File: src/rtl/cpu_types_pkg.sv
// Shared fetch-side types for the direct-mapped instruction cache:
// word type, default address-field widths, frame layout and cache FSM states.
package cpu_types_pkg;

   typedef logic [31:0] word_t;

   localparam int ISETS = 16;
   localparam int IIDXW = $clog2(ISETS);
   localparam int IBYTW = 2;
   localparam int ITAGW = 32 - IIDXW - IBYTW;

   typedef struct packed {
      logic [ITAGW-1:0] tag;
      logic [IIDXW-1:0] idx;
      logic [IBYTW-1:0] bytoff;
   } icachef_t;

   typedef struct packed {
      logic             valid;
      logic [ITAGW-1:0] tag;
      word_t            data;
   } icache_frame_t;

   typedef enum logic {
      IDLE = 1'b0,
      FILL = 1'b1
   } icache_state_t;

   function automatic word_t word_align(input logic [29:0] word_addr);
      return {word_addr, 2'b00};
   endfunction

endpackage

File: src/rtl/icache_dm.sv
// Direct-mapped, one-word-per-block, read-only instruction cache with a single-fill FSM.
// Optional hit/miss counters are built when ICACHE_STATS_EN is defined.
module icache_dm
   import cpu_types_pkg::*;
#(
   parameter int SETS = ISETS
) (
   input  logic        CLK,
   input  logic        nRST,
   input  logic        imemREN,
   input  logic [31:0] imemaddr,
   output logic        ihit,
   output logic [31:0] imemload,
   output logic        iREN,
   output logic [31:0] iaddr,
   input  logic        iwait,
   input  logic [31:0] iload
`ifdef ICACHE_STATS_EN
   ,
   output logic [31:0] hit_count,
   output logic [31:0] miss_count
`endif
);

   localparam int IDXW = $clog2(SETS);
   localparam int TAGW = 30 - IDXW;

   icache_state_t    state_q, state_d;
   logic [SETS-1:0]  valid_q, valid_d;
   logic [TAGW-1:0]  tag_q  [SETS];
   word_t            data_q [SETS];
   word_t            fill_addr_q, fill_addr_d;
   logic             iren_q, iren_d;
   word_t            iaddr_q, iaddr_d;

   logic [TAGW-1:0]  req_tag_s;
   logic [IDXW-1:0]  req_idx_s;
   logic [TAGW-1:0]  fill_tag_s;
   logic [IDXW-1:0]  fill_idx_s;
   logic             hit_s;
   logic             fill_done_s;
   logic             miss_start_s;
   logic             unused_ok_s;

   assign req_tag_s   = imemaddr[31:IDXW+2];
   assign req_idx_s   = imemaddr[IDXW+1:2];
   assign fill_tag_s  = fill_addr_q[31:IDXW+2];
   assign fill_idx_s  = fill_addr_q[IDXW+1:2];
   assign unused_ok_s = ^{imemaddr[1:0], fill_addr_q[1:0]};

   // Same-cycle hit detection and read data steering.
   always_comb begin
      hit_s    = 1'b0;
      imemload = 32'h0000_0000;
      if (imemREN && (state_q == IDLE) && valid_q[req_idx_s] && (tag_q[req_idx_s] == req_tag_s)) begin
         hit_s    = 1'b1;
         imemload = data_q[req_idx_s];
      end else begin
         hit_s    = 1'b0;
         imemload = 32'h0000_0000;
      end
   end

   assign ihit  = hit_s;
   assign iREN  = iren_q;
   assign iaddr = iaddr_q;

   // FSM next-state, fill bookkeeping and valid-bit update.
   always_comb begin
      state_d      = state_q;
      valid_d      = valid_q;
      fill_addr_d  = fill_addr_q;
      iren_d       = iren_q;
      iaddr_d      = iaddr_q;
      fill_done_s  = 1'b0;
      miss_start_s = 1'b0;
      case (state_q)
         IDLE: begin
            if (imemREN && !hit_s) begin
               state_d      = FILL;
               fill_addr_d  = word_align(imemaddr[31:2]);
               iren_d       = 1'b1;
               iaddr_d      = word_align(imemaddr[31:2]);
               miss_start_s = 1'b1;
            end else begin
               state_d      = IDLE;
               miss_start_s = 1'b0;
            end
         end
         FILL: begin
            // The fill always finishes to the latched address, whatever the fetch port does.
            if (!iwait) begin
               state_d             = IDLE;
               valid_d[fill_idx_s] = 1'b1;
               iren_d              = 1'b0;
               iaddr_d             = 32'h0000_0000;
               fill_done_s         = 1'b1;
            end else begin
               state_d     = FILL;
               fill_done_s = 1'b0;
            end
         end
         default: begin
            state_d = IDLE;
            iren_d  = 1'b0;
            iaddr_d = 32'h0000_0000;
         end
      endcase
   end

   // FSM state, valid bits and registered fill-port outputs.
   always_ff @(posedge CLK) begin
      if (!nRST) begin
         state_q     <= IDLE;
         valid_q     <= '0;
         fill_addr_q <= 32'h0000_0000;
         iren_q      <= 1'b0;
         iaddr_q     <= 32'h0000_0000;
      end else begin
         state_q     <= state_d;
         valid_q     <= valid_d;
         fill_addr_q <= fill_addr_d;
         iren_q      <= iren_d;
         iaddr_q     <= iaddr_d;
      end
   end

   // Tag and data arrays carry no reset; a reset edge never commits a fill.
   always_ff @(posedge CLK) begin
      if (nRST && fill_done_s) begin
         tag_q[fill_idx_s]  <= fill_tag_s;
         data_q[fill_idx_s] <= iload;
      end
   end

`ifdef ICACHE_STATS_EN
   logic  replay_q, replay_d;
   word_t hit_cnt_q, hit_cnt_d;
   word_t miss_cnt_q, miss_cnt_d;

   // Saturating counters; the replay hit right after a fill is not a true hit.
   always_comb begin
      replay_d = fill_done_s;
      if (hit_s && !replay_q && (hit_cnt_q != 32'hFFFF_FFFF)) begin
         hit_cnt_d = hit_cnt_q + 32'd1;
      end else begin
         hit_cnt_d = hit_cnt_q;
      end
      if (miss_start_s && (miss_cnt_q != 32'hFFFF_FFFF)) begin
         miss_cnt_d = miss_cnt_q + 32'd1;
      end else begin
         miss_cnt_d = miss_cnt_q;
      end
   end

   // Counter registers.
   always_ff @(posedge CLK) begin
      if (!nRST) begin
         replay_q   <= 1'b0;
         hit_cnt_q  <= 32'h0000_0000;
         miss_cnt_q <= 32'h0000_0000;
      end else begin
         replay_q   <= replay_d;
         hit_cnt_q  <= hit_cnt_d;
         miss_cnt_q <= miss_cnt_d;
      end
   end

   assign hit_count  = hit_cnt_q;
   assign miss_count = miss_cnt_q;
`endif

endmodule

File: config.mk
export PLATFORM = sky130hd
export DESIGN_NAME = icache_dm
export DESIGN_NICKNAME = d
export VERILOG_FILES = /design/src/rtl/cpu_types_pkg.sv /design/src/rtl/icache_dm.sv
export SDC_FILE = /design/constraint.sdc
export NUM_CORES = 1
export LEC_CHECK = 0
export CORE_ASPECT_RATIO = 0.6
export CORE_UTILIZATION = 61
export CTS_CLUSTER_DIAMETER = 200
export CTS_CLUSTER_SIZE = 40
export DETAILED_ROUTE_END_ITERATION = 6
export GPL_TIMING_DRIVEN = 1
export PLACE_DENSITY_LB_ADDON = 0.15
export SKIP_CTS_REPAIR_TIMING = 1
export SLEW_MARGIN = 20
export SYNTH_ARGS = -nofsm -noshare
export SYNTH_HDL_FRONTEND = slang
export SYNTH_SLANG_ARGS = --single-unit
File: constraint.sdc
create_clock -name CLK -period 7.4 [get_ports CLK]
set_input_delay 0.74 -clock CLK [delete_from_list [all_inputs] [get_ports CLK]]
set_output_delay 0.74 -clock CLK [all_outputs]
set_load 0.01 [all_outputs]
# == After elaboration in Yosys (flattened, before gate mapping) ==
# Memory sizes are Yosys's and may differ from the RTL's.
# Index checks and enable logic that the tools add are counted.
# classes
n_reduce_logical,10
n_mux,19
order_cmp,3
eq_ne,3
bitwise_logic,3
# ops
operator,count
32-bit 2-to-1 mux,3
32-bit one-hot mux with 2 select lines,1
26-bit == test,1
16-bit bitwise OR,1
1-bit 2-to-1 mux,11
"4-bit by 5-bit less-than comparator with 1-bit output, second input constant",2
1-bit logical AND,6
2-bit AND reduction,3
1-bit binary-select mux with 4-bit select,1
1-bit demux with 4-bit select,1
"4-bit by 1-bit >= comparator with 1-bit output, second input constant",1
1-bit one-hot mux with 2 select lines,2
"2-bit by 1-bit != test with 1-bit output, second input constant",1
"2-bit != test, second input constant",1
1-bit NOT,2
1-bit logical NOT,1
# totals
reg_bits,80
in_bits,68
out_inout_bits,66
n_memories,2
ram_bits,928
# mem_list
name,depth,width,rd,rd_clocked_by_memory_dff,wr,line_no,text
data_q,16,32,1,0,1,icache_dm.sv:31,word_t data_q [SETS];
tag_q,16,26,1,0,1,icache_dm.sv:30,logic [TAGW-1:0] tag_q [SETS];

# == Logic depth before layout (Yosys ltp) ==
# Gate-level depths: netlist (run 1).
# logic_depth
depth_word,9
depth_mapped,15
ltp_nobuf,8

# == Least setup slack after synthesis (run 1) ==
# No wires, ideal clock.
# synth_path
kind,input to register
start,in iwait
end,mem data_q[0][0] (netlist bit) (enable)
setup_ns,0.548
arrival_ns,5.322
t_required_ns,6.852
path_slack_ns,1.530
stages,4
cell_sequence,nor2b_1 nand2_1 or3_1 nor3_1
# synth_between
elab_chain_len,5
# synth_rtl
element,line_no,text
start: declaration,icache_dm.sv:16,"input logic iwait,"
1-bit 2-to-1 mux,icache_dm.sv:92,if (!iwait) begin
1-bit 2-to-1 mux,icache_dm.sv:77,case (state_q)
1-bit logical AND,icache_dm.sv:130,if (nRST && fill_done_s) begin
1-bit 2-to-1 mux,icache_dm.sv:130,
1-bit 2-to-1 mux (implied by the code),icache_dm.sv:132,data_q[fill_idx_s] <= iload;
end: declaration,icache_dm.sv:31,
# Every way passes these cells.

# == Final worst setup path (run 1) ==
# layout_path
start,in imemaddr[3]
end,out imemload[29]
# layout_between
elab_chain_len,5
word_cells_on_any_way,8
# layout_rtl
element,line_no,text
start: declaration,icache_dm.sv:11,"input logic [31:0] imemaddr,"
"parallel branches: the longest is 4 deep, another holds memory 16 x 26 bit",n/a,
32-bit 2-to-1 mux *,icache_dm.sv:55,if (imemREN && (state_q == IDLE) && valid_q[req_idx_s] && (tag_q[req_idx_s] == req_tag_s)) begin
end: declaration,icache_dm.sv:13,"output logic [31:0] imemload,"
# Mark *: on every way between the ends. The select of a mux whose other input is x is not followed.

==> PnR_summary.wiki, run 1 <==
{| class="wikitable"
! Metric !! Value
|-
| Number of global-route vias before repair || 17810
|-
| Period minus WS final || 5.87 ns
|-
| Num rows || 71
|-
| Peak ir drop on the vdd network || 0.186 mV
|-
| Total length of routed wires || 81100 µm
|-
| CTS tree || done
|-
| Final Slew Violations || 0
|-
| Crit end category || output port
|-
| Clock Skews || 0.0550 ns
|-
| Post-synthesis instance total || 1787
|-
| Portion of the post-synthesis area used by sequential elements || 75.4%
|-
| Achievable clock frequency || 170 MHz
|-
| Count of final setup violators || 0
|-
| Area grow syn2layout || 7.54%
|-
| Post-detail-place hpwl || 42600 µm
|-
| Count of buffers from port buffering || 129
|-
| Post-synthesis compound-gate area fraction || 1.10%
|-
| Post-synth EDFFs || 928
|-
| H-tree depth || 1
|-
| Number of max-cap violations || 0
|-
| Total non-filler cell area in the finished layout || 42000 µm²
|-
| Run status || finished with violations
|-
| Cell type with the largest total area after synthesis || edfxtp_1
|-
| Met2 track demand over resource in global routing || 41.3%
|-
| Final Hold Vio Count || 0
|-
| Slew at the pin closest to its max-slew limit || 1.04 ns
|-
| Busiest grt layer || met2
|-
| Number of DRC violations after detailed-routing iteration 0 || 2161
|-
| First drt pass iteration count || 7
|-
| Number of antenna cells inserted || 0
|-
| Class of the most critical setup path || input pin to output port
|-
| Class of the worst hold path || flop to flop
|-
| Top-level port count || 134
|-
| DRC violation count after routing || 4
|-
| Met1 capacity usage during global routing || 38.8%
|-
| Share of synthesized cell area in and, or, nand and nor gates || 2.55%
|-
| Overall overflow remaining after global route || 0
|-
| Width of the die || 328 µm
|-
| Antenna-violating nets left || 0
|-
| Post-detailed-placement cell area || 41100 µm²
|-
| Adder and majority cell fraction of the synthesized area || 0%
|-
| Headroom to the max-slew limit || 30.5%
|-
| Grt met3 use || 3.44%
|-
| Number of storage elements in the synthesis netlist || 1006
|-
| Synth Warn # || 0
|-
| Sum of negative setup slack || 0 ns
|-
| Insertion delay of the later-clocked pin in the worst-skew pair || 0.66 ns
|-
| Post-synthesis instance area || 39000 µm²
|-
| # clock sinks || 1006
|-
| Die Ht || 198 µm
|-
| Maximum clock path buffer count || 3
|-
| Distinct cell type count of the synthesized netlist || 57
|-
| Most frequent cell after synthesis || edfxtp_1
|-
| Xor and xnor fraction of the mapped netlist area || 0.763%
|-
| Final design utilization || 66.7%
|-
| Maximum fanout along the worst path || 83
|-
| Multiplexer fraction of the synthesized cell area || 18.3%
|-
| Last weighted congestion value of the routability-driven placer || 0.799
|-
| Proportion of register bits with asynchronous set or reset after synthesis || 0%
|-
| Number of buffers created by CTS || 29
|-
| Maximum number of pins on one net before global-route repair || 84
|-
| Most instantiated flip-flop cell in the synthesis netlist || edfxtp_1
|-
| CP startpoint kind || input pin
|-
| Root Buffer Master || clkbuf_16
|-
| Ranking of synthesized cells by instance count || edfxtp_1, mux4_2, mux2i_1
|-
| Fraction of layout instances using a drive strength above 1 || 18.6%
|-
| Worst hold slack after final layout || 0.467 ns
|-
| Leakage power total || 13.5 nW
|-
| Unrepaired setup endpoints after global routing || false
|-
| Areal power density over the cells || 218 nW/µm²
|-
| Initial Utilization || 62.0%
|-
| Share of the synthesized area in the top cell type || 71.4%
|-
| Die area || 65000 µm²
|-
| Detailed-route wire length per cell || 29.5 µm
|-
| Required time at the endpoint of the critical path || 6.66 ns
|-
| Most area-consuming cells after synthesis || edfxtp_1, mux4_2, dfxtp_1
|-
| Area of the placeable core || 62900 µm²
|-
| CP arrival || 5.13 ns
|-
| Clock transition at the registers of the reported paths || 0.13 ns
|-
| Global Route Usage Sum || 25.5%
|-
| Post-DR vias/cell || 6.49
|-
| Total vias in the final route || 17823
|-
| Largest family of logic cells by synthesized area || multiplexers
|-
| Initial antenna violation count || 2
|-
| Post-synthesis area per instance || 21.8 µm²
|-
| Fin worst setup slack || 1.53 ns
|-
| Worst setup slack after placement || 1.49 ns
|-
| Count of nets after finishing || 1954
|-
| Violations in the final reports || DRC
|-
| Part of the cycle the worst path needs || 79.4%
|-
| First-pass GRT wire length || 119000 µm
|}
==> final cells by class <==
type | count | area [µm²]
Sequential cell | 1006 | 29400
Fill cell | 3985 | 20900
Multi-Input combinational cell | 678 | 9010
Timing Repair Buffer | 166 | 1600
Tap cell | 839 | 1050
Clock buffer | 52 | 812
Clock inverter | 1 | 30.0
Inverter | 5 | 21.3
==> cell families after synthesis <==
group,Yosys count
mux,383
simple gates,201
compound gates,58
other cells,1
buf+inv,104
flops,1006
xor+xnor,34
==> critical path, stage by stage <==
cell and delay (ns):
buf_8 0.55, mux4_1 0.67, mux4_2 0.51, xnor2_1 0.59
nand4_1 0.20, nor4_2 0.53, nand3_2 0.18, buf_4 0.30
and2b_1 0.26, clkdlybuf4s50_1 0.54
==> per-stage QoR <==
step	power (mW)	std cells
floorplan	6.77	1788
global placement	6.96	2694
detailed placement	6.98	2694
CTS	9.20	2747
global route	9.41	2747
finish	9.16	2747
==> layout by cell type, fill, tap and decap left out, drive strengths merged, types with 3 or more instances in the layout <==
cell type / netlist / routed
xnor2: 20 / 20
a21o: 16 / 16
a221oi: 4 / 4
mux2: 6 / 6
nor4: 3 / 3
inv: 4 / 4
nand2: 75 / 75
o22ai: 4 / 4
clkbuf: 21 / 52
nor2: 20 / 20
and2b: 4 / 4
buf: 66 / 42
mux2i: 115 / 115
a22oi: 7 / 7
edfxtp: 928 / 928
a31oi: 5 / 5
o21a: 3 / 3
clkdlybuf4s50: 0 / 124
nor3: 7 / 7
nand3: 33 / 33
dfxtp: 78 / 78
nor2b: 35 / 35
nand2b: 10 / 10
o21ai: 6 / 6
and2: 5 / 5
xor2: 14 / 14
mux4: 262 / 262
==> where the power goes <==
part | internal [mW] | leakage (nW) | switching, mW
clock network | 0.767 | 0.396 | 1.55
registers | 6.24 | 9.28 | 0.0545
logic | 0.260 | 3.79 | 0.292
==> layer usage <==
metal  wire length (µm)  vias to the layer above
li1                   -                     7517
met3               5270                       55
met2              39900                      623
met4               1010                        2
met5                 12                        -
met1              35000                     9626
==> state kept, by name, indices dropped and copies added (netlist names) <==
name,flops
data_q,512
state_q,1
iaddr,30
tag_q,416
valid_q,16
fill_addr_q,30
iREN,1
==> worst paths after layout <==
check / from / end / slack (ns) / cells after the start
hold reg to reg: valid_q[14] / valid_q[14] / 0.47 / 1
setup reg to reg: tag_q[3][9] / fill_addr_q[21] / 3.62 / 8
setup / recovery: imemaddr[3] / imemload[29] / 1.53 / 10
hold / removal: valid_q[14] / valid_q[14] / 0.47 / 1
No activity file was read; power rests on OpenSTA's default activity.
==> inputs of run 2 (changes only) <==
- clock period: 7.4 -> 5.75 ns (I/O delays scaled with it)
==> run 2 against run 1 <==
The flow still finishes with violations (DRC). Total power is 29% higher. Global-route usage rose by 0.18 points. Worst setup slack got worse by 0.95 ns. Clock-buffer cell count shrank 1. Hold slack worse by 0.056 ns. Sequential cell count unchanged. Clock power is 28% higher. Largest power group unchanged. Final cell count rose by 0.91%. Design area increased by 0.68%. Clock skew fell by 0.0024 ns. Highest routed layer unchanged. Die area did not move. Register-to-register slack lost 1.4 ns.
==> PnR_summary.wiki, run 2 (synthesis results as in run 1) <==
{| class="wikitable"
! Metric !! Value
|-
| Period minus WS final || 5.17 ns
|-
| Leakage power total || 13.6 nW (+1.1%)
|-
| DRC violation count after routing || 8 (+4)
|-
| Number of flip-flops in the largest register || 512 (unchanged)
|-
| Maximum fanout along the worst path || 63 (-24%)
|-
| Number of DRC violations after detailed-routing iteration 0 || 2038 (-5.7%)
|-
| Maximum number of pins on one net before global-route repair || 64 (-24%)
|-
| Areal power density over the cells || 279 nW/µm² (+28%)
|-
| Most frequent cells in the layout || edfxtp_1, mux4_2, clkdlybuf4s50_1, mux2i_1, dfxtp_1
|-
| Internal power contribution || 9.36 mW (+29%)
|-
| CP startpoint kind || input pin
|-
| Buffering stage count on the worst path with inverters included || 6 (+3)
|-
| Unrepaired setup endpoints after global routing || false
|-
| Total length of routed wires || 81200 µm (about the same)
|-
| Maximum clock path buffer count || 3 (unchanged)
|-
| Num rows || 71 (unchanged)
|-
| Routed metal-1 wire length || 34700 µm (-0.67%)
|-
| Total vias in the final route || 17952 (+0.72%)
|-
| Clock transition at the registers of the reported paths || 0.14 ns (about the same)
|-
| Achievable clock frequency || 193 MHz
|-
| Class of the worst hold path || input pin to flop
|-
| H-tree depth || 1 (unchanged)
|-
| Class of the most critical setup path || input pin to output port
|-
| Count of buffers from port buffering || 129 (unchanged)
|-
| Routed length on met2 || 40200 µm (+0.72%)
|-
| Most common cell after layout, fill and taps aside || edfxtp_1
|-
| Headroom to the max-slew limit || 28.4% (-2.0 points)
|-
| Post-DR vias/cell || 6.48 (-0.18%)
|-
| Part of the power in the clock network || 25.1% (-0.2 points)
|-
| Crit end category || output port
|-
| Final Hold Vio Count || 0 (unchanged)
|-
| Last weighted congestion value of the routability-driven placer || 0.754 (-5.6%)
|-
| Fraction of layout instances using a drive strength above 1 || 19.6% (+1.1 points)
|-
| Run status || finished with violations
|-
| Required time at the endpoint of the critical path || 5.18 ns (-1.48 ns)
|-
| Global Route Usage Sum || 25.7% (+0.18 points)
|-
| Initial Utilization || 62.0% (unchanged)
|-
| Post-detail-place hpwl || 44200 µm (+3.6%)
|-
| Sum of negative setup slack || 0 ns (unchanged)
|-
| Die Ht || 198 µm (unchanged)
|-
| Root Buffer Master || clkbuf_16
|-
| Met3 wire length || 5360 µm (+1.7%)
|-
| Post-layout power || 11.8 mW (+29%)
|-
| Overall overflow remaining after global route || 0 (unchanged)
|-
| Peak ir drop on the vdd network || 0.233 mV (+25%)
|-
| Top layer in use || met5
|-
| Area grow syn2layout || 8.28%
|-
| Violations in the final reports || DRC
|-
| Count of final setup violators || 0 (unchanged)
|-
| Initial antenna violation count || 2 (unchanged)
|-
| Switch share || 20.6% (-0.095 points)
|-
| Worst-path cell with the longest stage delay || xnor2_1
|-
| CP arrival || 4.60 ns (-0.53 ns)
|-
| First-pass GRT wire length || 120000 µm (+0.78%)
|-
| Clock Skews || 0.0526 ns (-0.00244 ns)
|-
| Die area || 65000 µm² (unchanged)
|-
| Number of buffers created by CTS || 29 (unchanged)
|-
| CTS tree || done
|-
| Share of total power in sequential cells || 68.7% (about the same)
|-
| # clock sinks || 1006 (unchanged)
|-
| Net Sw Power || 2.43 mW (+28%)
|-
| Slew at the pin closest to its max-slew limit || 1.07 ns (+0.0276 ns)
|-
| First drt pass iteration count || 7 (unchanged)
|-
| Insertion delay of the later-clocked pin in the worst-skew pair || 0.66 ns (about the same)
|-
| Number of global-route vias before repair || 18136 (+1.8%)
|-
| Largest register by flop count || data_q
|-
| Number of max-cap violations || 0 (unchanged)
|-
| Area of the placeable core || 62900 µm² (unchanged)
|-
| Antenna-violating nets left || 0 (unchanged)
|-
| Number of placed instances, taps included || 2719 (+0.93%)
|-
| Ordered list of cells on the worst path || buf_8 > buf_4 > buf_4 > mux4_2 > xnor2_1 > nand4_1 > nor4_2 > buf_4 > nand3_2 > buf_4 > and2b_1 > clkdlybuf4s50_1
|-
| Top-level port count || 134 (unchanged)
|-
| Number of standard cells in the final layout excluding fillers || 2772 (+0.91%)
|-
| Biggest registers after layout || data_q: 512 flops, tag_q: 416 flops
|-
| Final Slew Violations || 0 (unchanged)
|-
| Most frequent cell on the critical path || buf_4
|-
| Portion of total power attributed to combinational logic || 6.1% (about the same)
|-
| Part of the cycle the worst path needs || 89.9%
|-
| Width of the die || 328 µm (unchanged)
|-
| Detailed-route wire length per cell || 29.3 µm (-0.81%)
|-
| Final design utilization || 67.2% (+0.45 points)
|-
| Slowest cell delay on critical path || 0.60 ns (-0.07 ns)
|-
| Count of nets after finishing || 1979 (+1.3%)
|-
| Cell family with the largest share of critical-path delay || buffers and inverters
|}
## run 2: cell types whose count changed in the layout (fill, tap and decap cells not counted), sizes merged
cell / before / now
buf: 42 / 67
clkbuf: 52 / 51
diode: 0 / 1
## run 2: routing by layer
layer / vias up / track usage (%)
met4: 2 / 3.27
met3: 60 / 3.30
met1: 9689 / 39.1
li1: 7576 / -
met5: - / 0
met2: 625 / 41.7
## run 2: worst paths after layout
| check | startpoint | endpoint | slack [ns] | cells past startpoint |
|---|---|---|---|---|
| worst min register to register | valid_q[2] | valid_q[2] | 0.47 | 1 |
| worst max register to register | tag_q[3][9] | iREN | 2.18 | 9 |
| worst max-delay path | imemaddr[2] | imemload[29] | 0.58 | 12 |
| worst min-delay path | nRST | state_q | 0.41 | 2 |
## run 2: cell type report
cell class	count	area (µm²)
clock inverters	1	30.0
multi-input cells	678	9010
clock buffers	51	808
fillers	3933	20700
flip-flops and latches	1006	29400
well taps	839	1050
repair buffers	191	1890
inverters	5	21.3
diodes	1	2.50
## run 2: worst reg2reg max path: stages, from the launching register on
cell	delay [ns]
edfxtp_1	0.38
mux4_1	0.50
mux4_2	0.52
xnor2_1	0.60
nand4_1	0.22
nor4_2	0.27
buf_4	0.22
a31oi_4	0.27
buf_12	0.30
o21a_1	0.20
## run 2: power groups by stage
| stage | logic, mW | clock network [mW] | registers, mW |
|---|---|---|---|
| after floorplan | 0.466 | 0 | 8.25 |
| after global placement | 0.716 | 0 | 8.26 |
| after detailed placement | 0.729 | 0 | 8.27 |
| after CTS | 0.731 | 3.02 | 8.10 |
| after global routing | 0.773 | 3.25 | 8.11 |
| final | 0.725 | 2.96 | 8.10 |
## run 2: metrics by stage
| stage | hold WS, ns | setup slack (ns) | cell area (µm²) |
|---|---|---|---|
| 2_1_floorplan | 0.421 | 0.0451 | 39000 |
| 3_3_place_gp | 0.428 | 0.671 | 41400 |
| 3_5_place_dp | 0.438 | 0.624 | 41400 |
| 4_1_cts | 0.376 | 0.623 | 42200 |
| 5_1_grt | 0.404 | 0.465 | 42200 |
| 6_report | 0.411 | 0.578 | 42200 |
